[src/rtl/pipeline_hazard_ctrl.sv]
// Hazard sequencer for the 5-stage IF/ID/EX/MEM/WB pipeline.
// Tracks destination fields of EX/MEM/WB, inserts load-use stalls, squashes
// on taken branches (when no delay slot), and selects operand forwarding.
module pipeline_hazard_ctrl #(
   parameter int unsigned BOOT_CYCLES = 4,
   parameter int unsigned DELAY_SLOT  = 1,
   parameter int unsigned CNT_W       = 16
) (
   input  logic             clk,
   input  logic             reset_n,
   input  logic             id_valid,
   input  logic [4:0]       id_ra,
   input  logic [4:0]       id_rb,
   input  logic [1:0]       id_sr,
   input  logic [4:0]       id_rd,
   input  logic             id_rf_le,
   input  logic             id_load,
   input  logic             ex_branch_taken,
   output logic             pc_le,
   output logic             if_id_le,
   output logic             id_nop,
   output logic             if_flush,
   output logic [1:0]       fwd_a,
   output logic [1:0]       fwd_b,
   output logic [CNT_W-1:0] stall_cnt,
   output logic             busy
);

   localparam logic [3:0] BootLast = 4'(BOOT_CYCLES - 1);
   localparam bit         Squash   = (DELAY_SLOT == 0);

   typedef enum logic [1:0] {StBoot, StRun, StStall} state_e;

   state_e           state_q;
   logic [3:0]       boot_cnt_q;
   logic             busy_q;
   logic [CNT_W-1:0] stall_cnt_q, stall_cnt_d;

   logic       ex_valid_q, ex_rf_le_q, ex_load_q;
   logic [4:0] ex_rd_q;
   logic       mem_valid_q, mem_rf_le_q;
   logic [4:0] mem_rd_q;
   logic       wb_valid_q, wb_rf_le_q;
   logic [4:0] wb_rd_q;

   logic ex_wr, ex_fwd_ok, mem_ok, wb_ok;
   logic load_use, br_flush, stall_req;

   // Priority select of the youngest stage producing src; r0 never forwards.
   function automatic logic [1:0] fwd_sel(input logic used, input logic [4:0] src,
                                          input logic ex_ok, input logic [4:0] ex_rd,
                                          input logic m_ok, input logic [4:0] m_rd,
                                          input logic w_ok, input logic [4:0] w_rd);
      logic [1:0] sel;
      sel = 2'b00;
      if (used && (src != 5'd0)) begin
         if (ex_ok && (ex_rd == src)) begin
            sel = 2'b01;
         end else if (m_ok && (m_rd == src)) begin
            sel = 2'b10;
         end else if (w_ok && (w_rd == src)) begin
            sel = 2'b11;
         end
      end
      return sel;
   endfunction

   assign ex_wr     = ex_valid_q & ex_rf_le_q & (ex_rd_q != 5'd0);
   // A load in EX has no data yet; that case is resolved by stalling instead.
   assign ex_fwd_ok = ex_wr & ~ex_load_q;
   assign mem_ok    = mem_valid_q & mem_rf_le_q;
   assign wb_ok     = wb_valid_q & wb_rf_le_q;

   assign load_use  = id_valid & ex_wr & ex_load_q &
                      ((id_sr[0] & (id_rb == ex_rd_q)) | (id_sr[1] & (id_ra == ex_rd_q)));
   // A squashing branch kills the ID instruction, so it overrides any stall.
   assign br_flush  = Squash & ex_branch_taken & (state_q != StBoot);
   assign stall_req = (state_q == StRun) & load_use & ~br_flush;

   // Pipeline control outputs, combinational on ID inputs and EX tracking.
   always_comb begin
      pc_le    = 1'b1;
      if_id_le = 1'b1;
      id_nop   = 1'b0;
      if_flush = 1'b0;
      case (state_q)
         StRun: begin
            if (br_flush) begin
               id_nop   = 1'b1;
               if_flush = 1'b1;
            end else if (load_use) begin
               pc_le    = 1'b0;
               if_id_le = 1'b0;
               id_nop   = 1'b1;
            end
         end
         StStall: begin
            if (br_flush) begin
               id_nop   = 1'b1;
               if_flush = 1'b1;
            end
         end
         default: begin
            pc_le    = 1'b0;
            if_id_le = 1'b0;
            id_nop   = 1'b1;
            if_flush = 1'b1;
         end
      endcase
   end

   // Operand forwarding selects.
   always_comb begin
      fwd_a = fwd_sel(id_sr[1], id_ra, ex_fwd_ok, ex_rd_q, mem_ok, mem_rd_q, wb_ok, wb_rd_q);
      fwd_b = fwd_sel(id_sr[0], id_rb, ex_fwd_ok, ex_rd_q, mem_ok, mem_rd_q, wb_ok, wb_rd_q);
   end

   // Saturating load-use stall counter next value.
   always_comb begin
      stall_cnt_d = stall_cnt_q;
      if (stall_req && (stall_cnt_q != {CNT_W{1'b1}})) begin
         stall_cnt_d = stall_cnt_q + CNT_W'(1);
      end
   end

   // Sequencer FSM: boot hold, run, single-cycle load-use stall.
   always_ff @(posedge clk or negedge reset_n) begin
      if (!reset_n) begin
         state_q    <= StBoot;
         boot_cnt_q <= 4'd0;
         busy_q     <= 1'b1;
      end else begin
         case (state_q)
            StBoot: begin
               if (boot_cnt_q == BootLast) begin
                  state_q <= StRun;
                  busy_q  <= 1'b0;
               end else begin
                  boot_cnt_q <= boot_cnt_q + 4'd1;
               end
            end
            StRun: begin
               if (stall_req) begin
                  state_q <= StStall;
               end
            end
            StStall: state_q <= StRun;
            default: begin
               state_q <= StBoot;
               busy_q  <= 1'b1;
            end
         endcase
      end
   end

   // Destination tracking shifts EX -> MEM -> WB once the pipeline is live.
   always_ff @(posedge clk or negedge reset_n) begin
      if (!reset_n) begin
         ex_valid_q  <= 1'b0;
         ex_rf_le_q  <= 1'b0;
         ex_load_q   <= 1'b0;
         ex_rd_q     <= 5'd0;
         mem_valid_q <= 1'b0;
         mem_rf_le_q <= 1'b0;
         mem_rd_q    <= 5'd0;
         wb_valid_q  <= 1'b0;
         wb_rf_le_q  <= 1'b0;
         wb_rd_q     <= 5'd0;
      end else if (state_q != StBoot) begin
         ex_valid_q  <= id_valid & ~id_nop;
         ex_rf_le_q  <= id_rf_le & id_valid & ~id_nop;
         ex_load_q   <= id_load & id_valid & ~id_nop;
         ex_rd_q     <= id_rd;
         mem_valid_q <= ex_valid_q;
         mem_rf_le_q <= ex_rf_le_q;
         mem_rd_q    <= ex_rd_q;
         wb_valid_q  <= mem_valid_q;
         wb_rf_le_q  <= mem_rf_le_q;
         wb_rd_q     <= mem_rd_q;
      end
   end

   // Stall counter register.
   always_ff @(posedge clk or negedge reset_n) begin
      if (!reset_n) begin
         stall_cnt_q <= '0;
      end else begin
         stall_cnt_q <= stall_cnt_d;
      end
   end

   assign stall_cnt = stall_cnt_q;
   assign busy      = busy_q;

endmodule

[config.mk]
export PLATFORM = sky130hd
export DESIGN_NAME = pipeline_hazard_ctrl
export DESIGN_NICKNAME = d
export VERILOG_FILES = /design/src/rtl/pipeline_hazard_ctrl.sv
export SDC_FILE = /design/constraint.sdc
export NUM_CORES = 1
export LEC_CHECK = 0
export CAP_MARGIN = 30
export CORE_MARGIN = 1.5
export CORE_UTILIZATION = 47
export DETAILED_ROUTE_END_ITERATION = 6
export GPL_TIMING_DRIVEN = 0
export PLACE_DENSITY_LB_ADDON = 0.05
export SLEW_MARGIN = 20
export SYNTH_ARGS = -nofsm -noshare
export SYNTH_HDL_FRONTEND = slang
export SYNTH_SLANG_ARGS = --single-unit
[constraint.sdc]
create_clock -name clk -period 2 [get_ports clk]
set_clock_uncertainty 0.2 [all_clocks]
set_input_delay 0.2 -clock clk [delete_from_list [all_inputs] [get_ports clk]]
set_output_delay 0.2 -clock clk [all_outputs]
set_load 0.05 [all_outputs]
# Word level (Yosys, flattened, before mapping)
# Cells that the tools add are included.
[word_totals]
regBits = 45
out_inout_bits = 25
word_cells = 87
[op_classes]
addsub = 2
n_eq_ne = 14
mux = 18
bitwise = 21
n_reduce_logical = 18
[ops]
columns = ["operator", "n"]
rows = [
  ["equality test 5 bit", 8],
  ["2-to-1 mux 2 bit", 10],
  ["adder 16 x 1 -> 16 bit (second input constant)", 1],
  ["bitwise AND 1 bit", 16],
  ["inequality test 16 bit (second input constant)", 1],
  ["nonzero test 5 bit", 3],
  ["logical AND 1 bit", 9],
  ["case mux 1 bit (2 select lines)", 3],
  ["case mux 2 bit (3 select lines)", 1],
  ["AND reduction 2 bit", 3],
  ["adder 4 x 1 -> 4 bit (second input constant)", 1],
  ["equality test 4 x 2 -> 1 bit (second input constant)", 1],
  ["2-to-1 mux 1 bit", 4],
  ["inequality test 2 bit (second input constant)", 2],
  ["inverter 1 bit", 4],
  ["equality test 2 x 1 -> 1 bit (second input constant)", 1],
  ["equality test 2 bit (second input constant)", 1],
  ["logical NOT 2 bit", 1],
  ["nonzero test 2 bit", 1],
  ["OR reduction 2 bit", 1],
  ["OR 1 bit", 1],
]

# Longest topological paths before layout
# Gate-level depths: netlist of run 1.
[logic_depth]
ltp_word = 9
mapped_depth = 7
ltp_nobuf = 6

# Least setup slack after synthesis of run 1
# No wires, ideal clock.
[synth_path]
path_kind = "register -> output"
from = "reg ex_rd_q[1]"
to = "out fwd_a[1]"
arrival_ps = 2475
required_time_ps = 1600
path_slack_ps = -875
path_stages_with_launch = 6
path_buffers = 0
cell_sequence = "dfrtp_1 > or4_1 > o211ai_1 > nor2_1 > and4_1 > nor3_1"
[synth_via]
elab_chain_len = 6
word_cells_on_any_way = 7
[synth_lines]
columns = ["element", "line", "source"]
rows = [
  ["start, declared", "40", "logic [4:0] ex_rd_q;"],
  ["start signal, assigned", "173", "ex_rd_q <= id_rd;"],
  ["nonzero test 5 bit", "68", "assign ex_wr = ex_valid_q & ex_rf_le_q & (ex_rd_q != 5'd0);"],
  ["bitwise AND 1 bit", "68", ""],
  ["bitwise AND 1 bit", "70", "assign ex_fwd_ok = ex_wr & ~ex_load_q;"],
  ["logical AND 1 bit *", "57", "if (ex_ok && (ex_rd == src)) begin"],
  ["2-to-1 mux 2 bit *", "57", ""],
  ["2-to-1 mux 2 bit *", "56", "if (used && (src != 5'd0)) begin"],
  ["end, declared", "23", "output logic [1:0] fwd_a,"],
]
# Every way passes the cells marked *; elsewhere a longest branch is shown, timed or not.

# Worst setup path after layout of run 1
[layout_path]
from = "reg ex_rd_q[2]"
to = "out pc_le"
[layout_via]
elab_chain_len = 7
word_cells_on_any_way = 12
[layout_lines]
columns = ["element", "line", "source"]
rows = [
  ["nonzero test 5 bit", "68", ""],
  ["bitwise AND 1 bit", "68", ""],
  ["bitwise AND 1 bit (2 in a row)", "74", "assign load_use = id_valid & ex_wr & ex_load_q &"],
  ["bitwise AND 1 bit *", "74", ""],
  ["2-to-1 mux 1 bit *", "91", "end else if (load_use) begin"],
  ["case mux 1 bit (2 select lines) *", "86", "case (state_q)"],
  ["end, declared", "19", "output logic pc_le,"],
]
# Marked as above.

==> results.txt, run 1 <==
CP dominant cell by count -> buf_8
max-cap check violation count -> 0
Critical path destination -> pc_le
yosys warns -> 0
Worst Hold Class -> input port to asynchronous set/reset pin
post-synthesis cell type count -> 38
ANT nets after route -> 0
pin slew with the least headroom to its limit -> 0.609 ns
Tmin final -> 2.58 ns
WL final -> 5580 µm
failing checks -> negative setup slack
GR Overflow Total -> 0
Fin Hold WS -> 0.144 ns
dpl hpwl -> 3830 µm
CP Depth -> 7
CP Class -> flop to output pin
highest-delay cell along the critical path -> or4_4
Port Buffer Count -> 46
slowest cell delay on critical path -> 0.55 ns
total track usage -> 21.1%
first-pass GRT wire length -> 8840 µm
CP Capture Type -> output pin
FF-to-FF setup slack -> -0.49 ns
Post-Syn Instances -> 223
Clk Latency, worst-skew pair -> 0.29 ns
setup repair after global routing missed its margin -> true
I/O pin cnt -> 48
PwrDens -> 1050 nW/µm²
met2 GRT Util -> 34.5%
most frequent cells in the layout -> xor2_1 (30), dfrtp_1 (30), clkdlybuf4s50_1 (27)
crit share post-route -> 129%
Peak Freq -> 387 MHz
Fin. Hold Viols -> 0
vias in the first global route -> 1,869
fin util -> 72.7%
clk sink count -> 45
Mean Syn Cell Area -> 10.9 µm²
gpl congestion -> 0.821
final setup margin -> -0.584 ns
TritonCTS Buffers -> 5
final setup vio count -> 28
htree depth -> 2
Seq/Total Area, Yosys -> 46.2%
flop and latch count out of synthesis -> 45
worst endpoint required time -> 1.60 ns
vias after detailed routing -> 1,915
Area Overhead vs Synth -> 50.3%
status -> finished with violations
initial antenna violation count -> 0
Max Root-Sink Buffers -> 2
Placed Area -> 3180 µm²
TritonCTS clock tree -> done
post-DR vias/cell -> 5.25
largest net degree at the start of global routing -> 32
P_leak -> 1.65 nW
DRT Pass-1 Iters -> 4
met3 GRT Util -> 4.69%
DR iter-0 viols -> 49
share of cells above drive strength 1 -> 40.3%
Slew headroom -> 59.0%
CP Data Arrival Time -> 2.18 ns
Die H -> 75.0 µm
Starting Density -> 48.4%
R2R depth -> 10
CTS root buf -> clkbuf_8
Antenna Cells -> 0
Worst-path clk slew -> 0.08 ns
drt drc -> 0
GR Util met1 -> 27.7%
RR Endpoint -> stall_cnt[4]
crit-path max FO -> 5
cells along the critical path -> or4_4, o2111a_1, a21boi_4, nor2_2, o21a_4, buf_8, buf_8
global routing's busiest layer -> met2
CP startpoint kind -> flop
post-synth net total -> 252
crit-path leading delay family -> simple AND/OR/NAND/NOR gates
RR Startpoint -> ex_rd_q[2]
WP buf/inv -> 2
VDD IR max -> 957 µV
Slew Viols, Final -> 0
Die X -> 75.0 µm
synthesized area -> 2440 µm²
core outline area -> 5040 µm²
nets@finish -> 323
die area -> 5630 µm²
Critical Path Start -> ex_rd_q[2]
Core Rows -> 26
routed wire length per instance -> 15.3 µm
final instance area -> 3660 µm²
pre-CTS worst setup slack -> -1.22 ns
[registers in the layout, summed over array words and instances, names as in the netlist, 2 cells and up]
register,cells
boot_cnt_q,4
ex_rd_q,5
state_q,2
wb_rd_q,5
mem_rd_q,5
stall_cnt,16
[area by class of cell]
cell class,count,area [µm²]
Inverter,8,30.0
Sequential cell,45,1140
Tap cell,70,87.6
Timing Repair Buffer,65,673
Buffer,4,45.0
Clock inverter,1,30.0
Fill cell,377,1380
Multi-Input combinational cell,165,1570
Clock buffer,7,86.3
[synthesized netlist by cell type]
cell type,instances,area (µm²)
and4_1,2,17.5
nand2b_1,1,6.26
a21boi_0,1,7.51
xnor2_2,1,16.3
nor4_1,6,37.5
xnor2_1,16,140
o21ai_0,7,35.0
o2111a_1,1,11.3
nand4_1,8,50.1
clkbuf_1,3,11.3
nand2_1,13,48.8
or3_1,3,18.8
a41oi_1,1,8.76
o311ai_0,1,8.76
dfstp_2,1,26.3
o211ai_1,2,15.0
buf_4,2,15.0
a22o_1,2,17.5
a21o_1,1,7.51
nor3_1,6,30.0
inv_1,8,30.0
or4_1,3,22.5
o21bai_1,1,7.51
nand3_1,6,30.0
ha_1,6,75.1
a21oi_1,4,20.0
a211oi_1,1,7.51
dfrtp_1,44,1100
and2_1,2,12.5
and3_1,3,18.8
or4_4,1,11.3
o21a_1,1,7.51
nor2b_1,1,6.26
mux2i_1,1,10.0
xor2_1,30,263
nor2_1,11,41.3
a21o_2,1,8.76
mux2_2,21,236
[logic make-up (layout without fill, tap and decap cells)]
| group | count (synthesis) | count (layout) | share of synthesized area [%] |
|---|---|---|---|
| XOR/XNOR | 47 | 47 | 17.2 |
| AND/OR/NAND/NOR | 66 | 66 | 14.4 |
| adder cells (fa/ha/maj) | 6 | 6 | 3.08 |
| multiplexers | 22 | 22 | 10.1 |
| AO/OA/AOI/OAI | 24 | 24 | 6.67 |
| buffers and inverters | 13 | 85 | 2.31 |
| flip-flops | 45 | 45 | 46.2 |
[stage by stage]
step / std cells / TNS, ns / power (mW)
after floorplan: 223 / -2.39 / 2.54
after global placement: 339 / -53.97 / 2.91
after detailed placement: 340 / -21.67 / 2.94
after CTS: 360 / -10.68 / 3.80
after global routing: 365 / -14.06 / 4.11
final: 365 / -11.88 / 3.86
[worst min path at each step]
stage / endpoint / slack, ns / depth (start not counted)
2_1_floorplan: boot_cnt_q[0] / -0.30 / 0
3_3_place_gp: stall_cnt[6] / 0.27 / 1
3_5_place_dp: mem_rd_q[3] / -0.07 / 1
4_1_cts: mem_rd_q[3] / 0.14 / 2
5_1_grt: mem_rd_q[3] / 0.19 / 2
6_report: mem_rd_q[3] / 0.14 / 2
[power breakdown]
group	internal (mW)	total (mW)	switching, mW
clock network	0.407	0.699	0.292
registers	1.19	1.50	0.315
logic	0.844	1.66	0.811
[metal layers]
| metal | vias up | share of wire, % |
|---|---|---|
| met5 | - | 0 |
| met4 | 0 | 1.0 |
| met3 | 4 | 3.9 |
| met2 | 40 | 51 |
| met1 | 942 | 44 |
| li1 | 929 | - |
[repair_timing]
action,4_1_cts,5_1_grt
gates cloned,1,0
hold endpoints to repair,44,0
hold buffers,1,0
pin swaps,12,9
resized for setup,87,27
endpoints found under the setup margin,48,38
buffers inserted,11,6
No activity file was read; power rests on OpenSTA's default activity.
==> run 2: changes to the inputs <==
==> constraint.sdc (replaced) <==
create_clock -name clk -period 2 [get_ports clk]
set_clock_uncertainty 0.2 [all_clocks]
set_input_delay 0.4 -clock clk [delete_from_list [all_inputs] [get_ports clk]]
set_output_delay 0.4 -clock clk [all_outputs]
set_load 0.05 [all_outputs]
==> run 2 against run 1 <==
  * The run still ends with negative setup slack left
  * Sequential cell count did not move
  * Global-route usage grew 0.43 points
  * Count of clock-buffer cells in the layout down 1
  * Final cell count is 1.1% higher
==> results.txt, run 2 (synthesis gave the netlist of run 1 again) <==
Max Root-Sink Buffers -> 2
P_leak -> 1.68 nW
max-cap check violation count -> 0
Switch Pwr -> 1.46 mW
sequential power share -> 37.6%
Pwr Total -> 3.95 mW
TritonCTS clock tree -> done
routed wire length per instance -> 15.8 µm
PwrDens -> 1080 nW/µm²
FF-to-FF setup slack -> -0.51 ns
largest net degree at the start of global routing -> 33
drt drc -> 0
VDD IR max -> 763 µV
most frequent cells in the layout -> dfrtp_1 (30), xor2_1 (29), dlygate4sd2_1 (27)
CP Capture Type -> output pin
RR Startpoint -> ex_rd_q[1]
Hold Crit Start -> stall_cnt[6]
crit-path leading delay family -> simple AND/OR/NAND/NOR gates
share of cells above drive strength 1 -> 41.1%
GR Util met1 -> 26.2%
CTS root buf -> clkbuf_8
vias in the first global route -> 1,891
I/O pin cnt -> 48
Worst Hold Class -> flop to flop
CP dominant cell by count -> buf_8
dpl hpwl -> 3960 µm
max FFs per register -> 16
cells along the critical path -> xnor2_1, nand3_1, or3_4, a21boi_4, nor2_2, o21a_4, buf_8, buf_8
Logic pwr share -> 44.2%
TritonCTS Buffers -> 5
CP Data Arrival Time -> 2.17 ns
Die H -> 75.0 µm
pre-CTS worst setup slack -> -1.64 ns
core outline area -> 5040 µm²
WL final -> 5840 µm
final setup vio count -> 28
hold path depth -> 1
first-pass GRT wire length -> 9040 µm
Slew headroom -> 66.7%
setup repair after global routing missed its margin -> true
WP buf/inv -> 2
switching share of power -> 37.0%
gpl congestion -> 0.812
CP startpoint kind -> flop
Clk pwr share -> 18.2%
total track usage -> 21.5%
crit-path max FO -> 4
initial antenna violation count -> 0
met2 GRT Util -> 38.1%
RR Endpoint -> stall_cnt[13]
Fin. Hold Viols -> 0
highest-delay cell along the critical path -> dfrtp_2
commonest non-fill, non-tap cell in the layout -> dfrtp_1
final setup margin -> -0.767 ns
vias after detailed routing -> 1,941
Hold EP -> stall_cnt[6]
Core Rows -> 26
Peak Freq -> 361 MHz
Starting Density -> 48.4%
die area -> 5630 µm²
status -> finished with violations
slowest cell delay on critical path -> 0.44 ns
Slew Viols, Final -> 0
Antenna Cells -> 0
dpl cells -> 340
Placed Area -> 3190 µm²
fill count -> 370
Clk Latency, worst-skew pair -> 0.30 ns
Port Buffer Count -> 46
post-DR vias/cell -> 5.26
nets@finish -> 327
R2R depth -> 10
Worst-path clk slew -> 0.08 ns
internal power -> 2.49 mW
clk sink count -> 45
global routing's busiest layer -> met2
failing checks -> negative setup slack
ANT nets after route -> 0
DRT Pass-1 Iters -> 4
Tmin final -> 2.77 ns
CP Class -> flop to output pin
DR iter-0 viols -> 59
final instance area -> 3670 µm²
crit share post-route -> 138%
met3 GRT Util -> 4.42%
Area Overhead vs Synth -> 50.7%
GR Overflow Total -> 0
worst endpoint required time -> 1.40 ns
fin cells -> 369
pin slew with the least headroom to its limit -> 0.501 ns
htree depth -> 2
Die X -> 75.0 µm
[run 2: changes by cell type in the layout (fill, tap and decap cells not counted), moves of 2 or more]
cell | previous run | this run
nor4_1 | 3 | 0
buf_12 | 2 | 5
buf_6 | 14 | 7
buf_4 | 8 | 17
nor4_2 | 2 | 4
dlygate4sd2_1 | 6 | 27
xnor2_1 | 11 | 15
xnor2_2 | 6 | 2
dlymetal6s2s_1 | 4 | 0
clkdlybuf4s50_1 | 27 | 10
[run 2: metal layers]
metal / vias to the layer above / wire length (µm)
li1: 934 / -
met1: 956 / 2520
met2: 44 / 3010
met3: 7 / 246
met4: 0 / 68
met5: - / 0
[run 2: area by class of cell]
cell class	instances	area, µm²	area share, %
clock inverters	2	37.5	1.02
inverters	8	32.5	0.885
plain buffers	3	25.0	0.681
multi-input cells	165	1580	42.9
clock buffers	6	82.6	2.25
repair buffers	70	688	18.7
flip-flops and latches	45	1140	31.2
well taps	70	87.6	2.38
[run 2: worst max-delay path by stage]
stage	start	end	slack [ns]	depth (start not counted)
2_1_floorplan	ex_rd_q[1]	pc_le	-0.47	6
3_3_place_gp	id_rb[3]	fwd_b[0]	-1.60	7
3_5_place_dp	id_ra[2]	pc_le	-1.64	9
4_1_cts	ex_rd_q[1]	pc_le	-0.79	7
5_1_grt	ex_rd_q[1]	pc_le	-0.86	8
6_report	ex_rd_q[1]	pc_le	-0.77	8
[run 2: timing repair]
action / 4_1_cts / 5_1_grt
setup buffers: 14 / 9
cloned: 1 / 0
pin swaps: 8 / 11
gates resized for setup: 103 / 28
hold buffers: 1 / 0
endpoints found under the setup margin: 63 / 29
hold endpoints to repair: 12 / 0
[run 2: power groups by stage]
| stage | Clock [mW] | Combinational [mW] | Sequential (mW) |
|---|---|---|---|
| 3_5_place_dp | 0 | 1.46 | 1.50 |
| 2_1_floorplan | 0 | 1.10 | 1.45 |
| 4_1_cts | 0.735 | 1.63 | 1.49 |
| 6_report | 0.719 | 1.75 | 1.49 |
| 3_3_place_gp | 0 | 1.42 | 1.49 |
| 5_1_grt | 0.767 | 1.88 | 1.53 |
[run 2: through the flow]
step           hold WS, ns  setup TNS (ns)  utilization [%]
2_1_floorplan      -0.0956           -3.71                -
3_3_place_gp         0.270          -68.53             63.0
3_5_place_dp         0.123          -29.56             63.3
5_1_grt              0.293          -15.92             72.9
4_1_cts              0.280          -12.69             69.8
6_report             0.279          -13.53             72.9
==> run 3: changes to the inputs <==
Settings changed: MAX_ROUTING_LAYER from default to met4.
==> run 3 against run 2 <==
  * The flow still finishes with violations (negative setup slack)
  * Die area unchanged
  * Wire length decreased by 1.2%
  * Design area decreased by 0.34%
  * Sequential cell count unchanged
  * Via count decreased by 0.15%
  * Register-to-register slack about the same
  * Hold slack got worse by 0.0026 ns
  * Combinational power about the same
  * Global-route usage increased by 0.68 points
  * Final cell count unchanged
  * Fmax decreased by 0.61%
==> results.txt, run 3 (synthesis gave the netlist of run 1 again) <==
die area -> 5630 µm²
Max Root-Sink Buffers -> 2
Port Buffer Count -> 46
DRT Pass-1 Iters -> 4
crit share post-route -> 139%
final setup margin -> -0.784 ns
Area Overhead vs Synth -> 50.2%
DRT met1 WL -> 2550 µm
core outline area -> 5040 µm²
clk sink count -> 45
total track usage -> 22.2%
vias in the first global route -> 1,888
P_leak -> 1.65 nW
max FFs per register -> 16
met2 wire length -> 2920 µm
routed wire length per instance -> 15.6 µm
pin slew with the least headroom to its limit -> 0.500 ns
I/O pin cnt -> 48
Fin. Hold Viols -> 0
nets@finish -> 327
Die H -> 75.0 µm
Peak Freq -> 359 MHz
final setup vio count -> 28
share of cells above drive strength 1 -> 41.1%
WL final -> 5770 µm
CTS root buf -> clkbuf_8
VDD IR max -> 761 µV
worst endpoint required time -> 1.40 ns
DR WL met3 -> 233 µm
crit-path max FO -> 4
CP Data Arrival Time -> 2.18 ns
most frequent cells in the layout -> dfrtp_1 (30), xor2_1 (29), dlygate4sd2_1 (27)
Slew Viols, Final -> 0
initial antenna violation count -> 0
failing checks -> negative setup slack
status -> finished with violations
Antenna Cells -> 0
TritonCTS clock tree -> done
Slew headroom -> 66.8%
commonest non-fill, non-tap cell in the layout -> dfrtp_1
Die X -> 75.0 µm
CP Class -> flop to output pin
Top Layer Used -> met4
GR Overflow Total -> 0
Pwr Total -> 3.95 mW
htree depth -> 2
DR iter-0 viols -> 48
Clk Latency, worst-skew pair -> 0.30 ns
CP startpoint kind -> flop
Worst Hold Class -> flop to flop
largest net degree at the start of global routing -> 33
PwrDens -> 1080 nW/µm²
Worst-path clk slew -> 0.09 ns
Tmin final -> 2.78 ns
TritonCTS Buffers -> 5
gpl congestion -> 0.824
max-cap check violation count -> 0
Core Rows -> 26
post-DR vias/cell -> 5.25
Starting Density -> 48.4%
setup repair after global routing missed its margin -> true
CP Capture Type -> output pin
vias after detailed routing -> 1,938
setup TNS -> -13.40 ns
ANT nets after route -> 0
first-pass GRT wire length -> 9050 µm
dpl hpwl -> 3960 µm
drt drc -> 0
==> run 3: cell counts in the layout (fill, tap and decap cells not counted) <==
Identical to the previous run, type by type.
==> run 3: per-stage QoR <==
stage | util (%) | hold WS [ns] | area, µm² | worst slack (ns) | std cells
2_1_floorplan | - | -0.0956 | 2630 | -0.473 | 223
3_5_place_dp | 63.3 | 0.123 | 3190 | -1.64 | 340
5_1_grt | 72.6 | 0.293 | 3660 | -0.863 | 369
4_1_cts | 69.8 | 0.280 | 3520 | -0.789 | 363
3_3_place_gp | 63.0 | 0.270 | 3180 | -1.60 | 339
6_report | 72.6 | 0.276 | 3660 | -0.784 | 369
==> run 3: area by class of cell <==
class	count	area [µm²]
buffer	4	45.0
sequential	45	1140
fill	377	1380
multi-input combinational	165	1560
clock buffer	6	82.6
tap	70	87.6
timing repair buffer	69	668
clock inverter	2	37.5
inverter	8	32.5
==> run 3: power breakdown <==
part	internal (mW)	total, mW	switching (mW)
Clock	0.406	0.718	0.312
Sequential	1.19	1.49	0.298
Combinational	0.893	1.75	0.853
==> run 3: worst max-delay path: stages, from the launching register on <==
cell and delay, ns:
dfrtp_2 0.44, or4_4 0.55, o2111a_1 0.27, a21boi_4 0.15, nor2_2 0.12, o21a_4 0.14
buf_8 0.09, buf_8 0.13
==> run 3: path summary, 6_finish.rpt <==
path | startpoint | endpoint | slack, ns | cells past startpoint
worst max-delay path | ex_rd_q[1] | pc_le | -0.78 | 7
worst min-delay path | stall_cnt[6] | stall_cnt[6] | 0.28 | 1
worst max register to register | ex_rd_q[1] | state_q[0] | -0.50 | 8
worst min register to register | stall_cnt[6] | stall_cnt[6] | 0.28 | 1
max in group asynchronous | reset_n | ex_rd_q[4] | 0.77 | 3
min in group asynchronous | reset_n | stall_cnt[7] | 0.33 | 2
==> run 3: timing repair <==
item	4_1_cts	5_1_grt
hold buffers	1	0
setup endpoints to repair	63	29
endpoints found under the hold margin	12	0
cloned	1	0
buffers inserted	14	8
pin swaps	8	14
resized for setup	103	23
==> run 3: metal layers <==
layer / track usage [%] / up-vias
li1: - / 936
met1: 26.4 / 957
met2: 37.9 / 39
met3: 4.42 / 6
met4: 7.07 / 0
met5: - / -
